$ cat config.mk
export PLATFORM = sky130hd
export DESIGN_NAME = pipe_ctrl_flat
export DESIGN_NICKNAME = d
export VERILOG_FILES = /design/src/rtl/pipe_ctrl_if.sv /design/src/rtl/pipe_ctrl.sv /design/src/flat_wrapper.sv
export SDC_FILE = /design/constraint.sdc
export NUM_CORES = 1
export LEC_CHECK = 0
export BUFFER_PORTS_ARGS = -buffer_cell sky130_fd_sc_hd__buf_2
export CORE_MARGIN = 2
export CORE_UTILIZATION = 55
export CTS_BUF_LIST = sky130_fd_sc_hd__clkbuf_4 sky130_fd_sc_hd__clkbuf_8
export DETAILED_ROUTE_END_ITERATION = 10
export MAX_ROUTING_LAYER = met4
export PLACE_DENSITY = 0.85
export SYNTH_ARGS = -nofsm -noshare
export SYNTH_HDL_FRONTEND = slang
export SYNTH_SLANG_ARGS = --single-unit
$ cat constraint.sdc
create_clock -name clk -period 6.5 [get_ports clk]
set_input_delay 0.975 -clock clk [delete_from_list [all_inputs] [get_ports clk]]
set_output_delay 0.975 -clock clk [all_outputs]
set_load 0.05 [all_outputs]
$ cat src/rtl/pipe_ctrl_if.sv
// Handshake bundle between the hazard unit and the pipeline stages.
// Stages drive the requests; pipe_ctrl drives hold, flush and status.
interface pipe_ctrl_if #(
    parameter int CNT_W = 32
);
    logic             stallreq_id;
    logic             stallreq_ex;
    logic             stallreq_mem;
    logic             excp_valid;
    logic [31:0]      excp_vec;
    logic             perf_clr;
    logic [5:0]       stall;
    logic             flush;
    logic [31:0]      new_pc;
    logic [CNT_W-1:0] stall_cnt;
    logic             wd_trip;

    modport master (
        output stallreq_id, stallreq_ex, stallreq_mem,
        output excp_valid, excp_vec, perf_clr,
        input  stall, flush, new_pc, stall_cnt, wd_trip
    );

    modport slave (
        input  stallreq_id, stallreq_ex, stallreq_mem,
        input  excp_valid, excp_vec, perf_clr,
        output stall, flush, new_pc, stall_cnt, wd_trip
    );
endinterface

$ cat src/rtl/pipe_ctrl.sv
// Pipeline hazard control: per-stage hold vector, exception flush,
// stall performance counter and a stuck-pipeline watchdog.
module pipe_ctrl #(
    parameter int TIMEOUT = 255,
    parameter int CNT_W   = 32
) (
    input  logic        clk,
    input  logic        rst,
    pipe_ctrl_if.slave  bus
);
    typedef enum logic {RUN, FLUSH} state_t;

    localparam logic [15:0] TO = 16'(TIMEOUT);

    state_t           state;
    logic             flush_q;
    logic [31:0]      pc_q;
    logic [CNT_W-1:0] cnt_q;
    logic [15:0]      run_q;
    logic             wd_q;
    logic [5:0]       stall_c;

    // Hold vector is combinational so a stage can stop in its own cycle.
    always_comb begin
        stall_c = 6'b000000;
        if (!rst && state == RUN) begin
            if (bus.stallreq_mem)
                stall_c = 6'b011111;
            else if (bus.stallreq_ex)
                stall_c = 6'b001111;
            else if (bus.stallreq_id)
                stall_c = 6'b000111;
        end
    end

    always_ff @(posedge clk) begin
        if (rst) begin
            state   <= RUN;
            flush_q <= 1'b0;
            pc_q    <= 32'h0;
        end else begin
            unique case (state)
                RUN: begin
                    // A bus wait in mem defers the exception until it drains.
                    if (bus.excp_valid && !bus.stallreq_mem) begin
                        state   <= FLUSH;
                        flush_q <= 1'b1;
                        pc_q    <= bus.excp_vec;
                    end
                end
                FLUSH: begin
                    state   <= RUN;
                    flush_q <= 1'b0;
                end
                default: begin
                    state   <= RUN;
                    flush_q <= 1'b0;
                end
            endcase
        end
    end

    always_ff @(posedge clk) begin
        if (rst || bus.perf_clr)
            cnt_q <= '0;
        else if (stall_c[0] && cnt_q != '1)
            cnt_q <= cnt_q + 1'b1;
    end

    always_ff @(posedge clk) begin
        if (rst) begin
            run_q <= 16'h0;
            wd_q  <= 1'b0;
        end else if (stall_c != 6'b000000) begin
            if (run_q < TO)
                run_q <= run_q + 16'h1;
            if (run_q == TO - 16'h1)
                wd_q <= 1'b1;
        end else begin
            run_q <= 16'h0;
        end
    end

    assign bus.stall     = stall_c;
    assign bus.flush     = flush_q;
    assign bus.new_pc    = pc_q;
    assign bus.stall_cnt = cnt_q;
    assign bus.wd_trip   = wd_q;
endmodule

$ cat src/flat_wrapper.sv
// flat-port wrapper written by rule: the top's interface ports become plain ports
module pipe_ctrl_flat 
#(
    parameter int TIMEOUT = 255,
    parameter int CNT_W   = 32
)
  (clk, rst, bus_stallreq_id, bus_stallreq_ex, bus_stallreq_mem, bus_excp_valid, bus_excp_vec, bus_perf_clr, bus_stall, bus_flush, bus_new_pc, bus_stall_cnt, bus_wd_trip);
  pipe_ctrl_if #(.CNT_W(CNT_W)) bus_i ();
  input  logic clk;
  input  logic rst;
  input wire logic [$bits(bus_i.stallreq_id)-1:0] bus_stallreq_id;
  input wire logic [$bits(bus_i.stallreq_ex)-1:0] bus_stallreq_ex;
  input wire logic [$bits(bus_i.stallreq_mem)-1:0] bus_stallreq_mem;
  input wire logic [$bits(bus_i.excp_valid)-1:0] bus_excp_valid;
  input wire logic [$bits(bus_i.excp_vec)-1:0] bus_excp_vec;
  input wire logic [$bits(bus_i.perf_clr)-1:0] bus_perf_clr;
  output wire logic [$bits(bus_i.stall)-1:0] bus_stall;
  output wire logic [$bits(bus_i.flush)-1:0] bus_flush;
  output wire logic [$bits(bus_i.new_pc)-1:0] bus_new_pc;
  output wire logic [$bits(bus_i.stall_cnt)-1:0] bus_stall_cnt;
  output wire logic [$bits(bus_i.wd_trip)-1:0] bus_wd_trip;
  assign bus_i.stallreq_id = bus_stallreq_id;
  assign bus_i.stallreq_ex = bus_stallreq_ex;
  assign bus_i.stallreq_mem = bus_stallreq_mem;
  assign bus_i.excp_valid = bus_excp_valid;
  assign bus_i.excp_vec = bus_excp_vec;
  assign bus_i.perf_clr = bus_perf_clr;
  assign bus_stall = bus_i.stall;
  assign bus_flush = bus_i.flush;
  assign bus_new_pc = bus_i.new_pc;
  assign bus_stall_cnt = bus_i.stall_cnt;
  assign bus_wd_trip = bus_i.wd_trip;
  pipe_ctrl #(.TIMEOUT(TIMEOUT), .CNT_W(CNT_W)) u_core (.clk(clk), .rst(rst), .bus(bus_i));
endmodule
# --- Word level (Yosys, flattened, before mapping) ---
# Cells that the tools add are included.
op_classes:
  addsub: 2
  multipliers: 0
  div: 0
  n_lt_le_gt_ge: 1
  n_eq_ne: 3
  n_shift: 0
  n_mux: 8
  bitwise: 2
  reduce_logical: 10
op_table:
  columns: ["cell", "n"]
  rows:
  - ["$add 32x1->32 const B", 1]
  - ["$ne 32x32->1 const B", 1]
  - ["$mux 6", 3]
  - ["$add 16x1->16 const B", 1]
  - ["$eq 16x8->1 const B", 1]
  - ["$lt 16x8->1 const B", 1]
  - ["$reduce_bool 6->1", 1]
  - ["$pmux 1 s2", 2]
  - ["$reduce_and 2->1", 2]
  - ["$logic_and 1x1->1", 3]
  - ["$mux 3", 1]
  - ["$logic_not 1->1", 2]
  - ["$mux 1", 2]
  - ["$ne 2x2->1 const B", 1]
  - ["$not 1->1", 2]
  - ["$reduce_or 2->1", 1]
  - ["$logic_or 1x1->1", 1]
totals:
  register_bits: 83
  latchBits: 0
  ram_bits: 0
  romBits: 0
  in_bits: 39
  output_inout_bits: 72
  wordCells: 32
  n_memories: 0

# --- Logic depth before layout (Yosys ltp) ---
depth:
  ltp_word: 7
  ltp_mapped: 8
  depth_no_buf: 6

# --- Worst setup path after synthesis ---
# OpenSTA, ideal clock, no wires.
synth_path:
  path_type: "input to output"
  start: "in bus_stallreq_id"
  end: "out bus_stall[1]"
  arrival_time_ps: 2053
  t_required_ps: 5525
  path_slack_ps: 3472
  stages: 5
  n_path_buf: 2
  path_cell_list: "or3_1 -> clkbuf_1 -> nand2_1 -> inv_2 -> buf_4"
synth_between:
  elab_chain_cells: 4
synth_rtl:
  columns: ["element", "line", "rtl"]
  rows:
  - ["start: declaration", "flat_wrapper.sv:11", "input wire logic [$bits(bus_i.stallreq_id)-1:0] bus_stallreq_id;"]
  - ["$mux 3", "pipe_ctrl.sv:31", "else if (bus.stallreq_id)"]
  - ["$mux 6", "pipe_ctrl.sv:29", "else if (bus.stallreq_ex)"]
  - ["$mux 6", "pipe_ctrl.sv:27", "if (bus.stallreq_mem)"]
  - ["$mux 6", "pipe_ctrl.sv:26", "if (!rst && state == RUN) begin"]
  - ["end: declaration", "flat_wrapper.sv:17", "output wire logic [$bits(bus_i.stall)-1:0] bus_stall;"]
# Every way passes these cells.

# --- Worst setup path in the final report ---
layout_path:
  start: "in rst"
  end: "out bus_stall[1]"
layout_between:
  elab_chain_cells: 3
layout_rtl:
  columns: ["element", "line", "rtl"]
  rows:
  - ["start: declaration", "flat_wrapper.sv:10", "input logic rst;"]
  - ["$logic_not 1->1", "pipe_ctrl.sv:26", null]
  - ["$logic_and 1x1->1", "pipe_ctrl.sv:26", null]
  - ["$mux 6", "pipe_ctrl.sv:26", null]
# Every way passes these cells.

==> summary.md <==
| Metric | Value |
|---|---|
| Status | finished, final reports clean |
| RSZ-0062 raised after global routing | false |
| Fmax | around 250 MHz |
| Worst path cell trace | buf_2 > nor2_1 > nand2_1 > inv_2 > buf_2 |
| Avg Inst Size Synth | roughly 8.3 sq um |
| DRT met1 WL | between 3000 and 4000 um |
| Fillers | between 500 and 600 |
| Layout Cells excl Fill | approximately 600 |
| Post-CTS sizing | 0 |
| Crit-path slowest cell | nand2_1 |
| # clock sinks | a little over 80 |
| Final net count | ~560 |
| Slew @ Worst Pin | about 1100 ps |
| Post-DP Area | just over 0.004 sq mm |
| Final Hold Vio Count | 0 |
| Vias | ~3400 |
| Initial antenna violation count | 0 |
| Top-Level Pins | between 100 and 150 |
| Post-synth top area share | between 40% and 50% |
| Crit path largest cell delay | ~600 ps |
| Worst-skew pair later-pin latency | around 360 ps |
| Hold Path Class | flip-flop to flip-flop |
| Hold Slack | ~450 ps |
| DRT antenna net count | 0 |
| Compound-Gate Fraction of Synth Area | between 15 and 20% |
| Worst Hold End | u_core.bus.new_pc[10] |
| Top layer in use | met4 |
| Chip Height | around 84 um |
| Peak VDD IR | between 0.00015 and 0.0002 V |
| GPL Wtd Cong | ~0.85 |
| Setup TNS | 0 ps |
| Largest net degree at the start of global routing | 42 |
| Avg Vias per Cell | 5.71 |
| Worst Min Path Start | u_core.bus.new_pc[10] |
| Simple-gate share of the synthesized area | ~28% |
| Clock Skews | around 9.7 ps |
| First-pass GRT wire length | 13700 um |
| Die Width | 83.9 um |
| Xor-xnor portion of the synthesized cell area | under 10% |
| Final core utilization | between 60 and 70% |
| Synthesized net count | 466 |
| Main combinational cell family by area after synthesis | simple AND/OR/NAND/NOR gates |
| Routed wire per std cell | about 14 um |
| Post-synth top cells | 90 x nand2_1, 83 x dfxtp_1, 47 x a21oi_1 |
| Buffers and inverters on the worst path | 3 |
| DR iter-0 viols | about 150 |
| H-tree Lvls | 3 |
| Final instance area | approximately 0.0043 sq mm |
| Setup Buffers After CTS | 0 |
| Core area | approximately 0.0063 sq mm |
| Area Overhead vs Synth | 21.5% |
| Hpwl dp | ~5700 um |
| CP arrival | around 3000 ps |
| Sequential area share after synthesis | 47.3% |
| Req. time, crit path | around 5500 ps |
| Worst r2r src | u_core.bus.stall_cnt[0] |
| Synth Area in Adders | under 10% |
| Die Area | just over 0.007 sq mm |
| TritonRoute pass-1 iters | 4 |
| Crit end category | output pin |
| Post-synthesis mux area share | less than 1% |
| Maximum clock path buffer count | 2 |
| Asr flop ratio synth | 0% |
| P per Cell Area | 246 mW/mm^2 |
| Root Buffer | clkbuf_8 |
| Cell taking the most area after synthesis | dfxtp_1 |
| Congestion Overflow GR | 0 |
| Main synth FF type | dfxtp_1 |
| Initial Util | 56.0% |
| Cts bufs inserted | 9 |
| Hold path depth | 2 |
| Post-Syn Area | 0.00351 sq mm |
| R2R cell count | 6 |
| Placed cells | approximately 590 |
| DRT Wirelength | around 8300 um |
| CP Class | input port to output pin |
| Flops & latches, synth | 83 |
| Tmin final | between 4000 and 5000 ps |
| Flop2flop setup slack | ~3800 ps |
| Most frequent cell after synthesis | nand2_1 |
| All-Layer GR Usage | 24.3% |
| Vias in the first global route | 3029 |
| Final number of setup-violating endpoints | 0 |
| ANT cells | 0 |
| Synth warn | 0 |
| Met2 WL | around 3800 um |
| Headroom to the max-slew limit | between 20% and 30% |
| Number of synthesized flops with an enable pin | 0 |
| CP startpoint kind | input port |
| # hold bufs at CTS | 0 |
| Lkg Pwr | about 1.9 nW |
| CTS clk-pin slew, worst paths | ~90 ps |
| Wire length on met3 | ~610 um |
| Leading post-synthesis cells by cell area | dfxtp_1 47%, nand2_1 9.6%, a21oi_1 6.7% |
| Fin crit share | around three fifths |
| DR DRC count | 0 |
| Max-cap violations | 0 |
| Critical Path Most Common Cell | buf_2 |
| TritonCTS clock tree | done |
| Max-slew violations | 0 |
| Placement Rows | 29 |
| RR Endpoint | u_core.bus.stall_cnt[15] |
| Cells after synthesis | between 400 and 500 |
| Top cell family by delay on the critical path | simple AND/OR/NAND/NOR gates |
| Worst-path fanout max | 41 |
| Count of cell types in the netlist | 42 |
| Port bufs | about 110 |
| Layout cells sized above 1 | roughly a quarter |
## per-layer routing
metal | track usage [%] | vias up
met1 | 32.2 | 1581
met5 | - | -
met2 | 35.6 | 137
met3 | 5.44 | 12
met4 | 10.9 | 0
li1 | - | 1702
## registers in the layout (all words and copies together), names as in the netlist
| register | count |
|---|---|
| u_core.bus.flush | 1 |
| u_core.bus.new_pc | 32 |
| u_core.bus.stall_cnt | 32 |
| u_core.bus.wd_trip | 1 |
| u_core.run_q | 16 |
| u_core.state | 1 |
## cells by family after synthesis
kind of cell	count (synthesis)
AOI/OAI and AO/OA	90
buffers and inverters	29
adders and majority gates	3
and+or+nand+nor	205
xor gates and xnor gates	10
DFF	83
muxes	3
other	1
## per-stage QoR
stage	setup slack (ps)	power (mW)
after global routing	2190	1.09
after floorplan	3470	0.617
after CTS	2430	1.05
after global placement	2570	0.643
after detailed placement	2450	0.646
final	2480	1.05
## worst max-delay path by stage
stage | from | endpoint | slack (ps) | cells past startpoint
CTS | rst | bus_stall[0] | 2430 | 5
floorplan | bus_stallreq_id | bus_stall[1] | 3470 | 5
finish | rst | bus_stall[1] | 2480 | 5
global placement | rst | bus_stall[0] | 2570 | 5
detailed placement | rst | bus_stall[0] | 2450 | 5
global route | rst | bus_stall[0] | 2190 | 5
## tightest hold or removal path: stages, from the launching register on
cell and delay (ps):
dfxtp_1 320, nand2_1 50, a21oi_1 50
## area by class of cell
class / instances / area [sq um] / share of cell area (%)
Clock buffer: 9 / 124 / 2.90
Clock inverter: 7 / 100 / 2.34
Inverter: 4 / 15.0 / 0.352
Multi-Input combinational cell: 312 / 1730 / 40.5
Sequential cell: 83 / 1660 / 38.9
Tap cell: 77 / 96.3 / 2.26
Timing Repair Buffer: 109 / 546 / 12.8
## report_power, final
group | switching, mW | internal (mW) | leakage, nW
sequential | 0.00710 | 0.520 | 0.673
clock | 0.196 | 0.220 | 0.114
combinational | 0.0806 | 0.0268 | 1.06
total | 0.283 | 0.766 | 1.85
## placed cells by master, fill, tap and decap left out, types with 2 or more instances in the layout
cell type | netlist | layout
or3_1 | 11 | 11
o21a_1 | 3 | 3
bufinv_16 | 0 | 2
o31ai_1 | 6 | 6
inv_1 | 3 | 3
nand2_1 | 90 | 90
or2_2 | 2 | 2
nor2_1 | 31 | 31
buf_2 | 3 | 109
xor2_1 | 3 | 3
nand4_1 | 14 | 14
o211ai_1 | 3 | 3
a31o_2 | 2 | 2
xnor2_1 | 7 | 7
dfxtp_1 | 83 | 83
and4_1 | 3 | 3
inv_6 | 0 | 2
a2111oi_2 | 2 | 2
or4_1 | 9 | 9
nor4_1 | 9 | 9
a211oi_1 | 4 | 4
clkinv_4 | 0 | 2
and3_1 | 11 | 11
and2_1 | 2 | 2
o31a_1 | 2 | 2
o21ai_0 | 8 | 8
a41o_1 | 5 | 5
ha_1 | 3 | 3
mux2i_1 | 3 | 3
nand3_1 | 16 | 16
clkbuf_8 | 0 | 9
a31oi_1 | 5 | 5
nor3_1 | 3 | 3
a21oi_1 | 47 | 47
No activity file was read; power rests on OpenSTA's default activity.
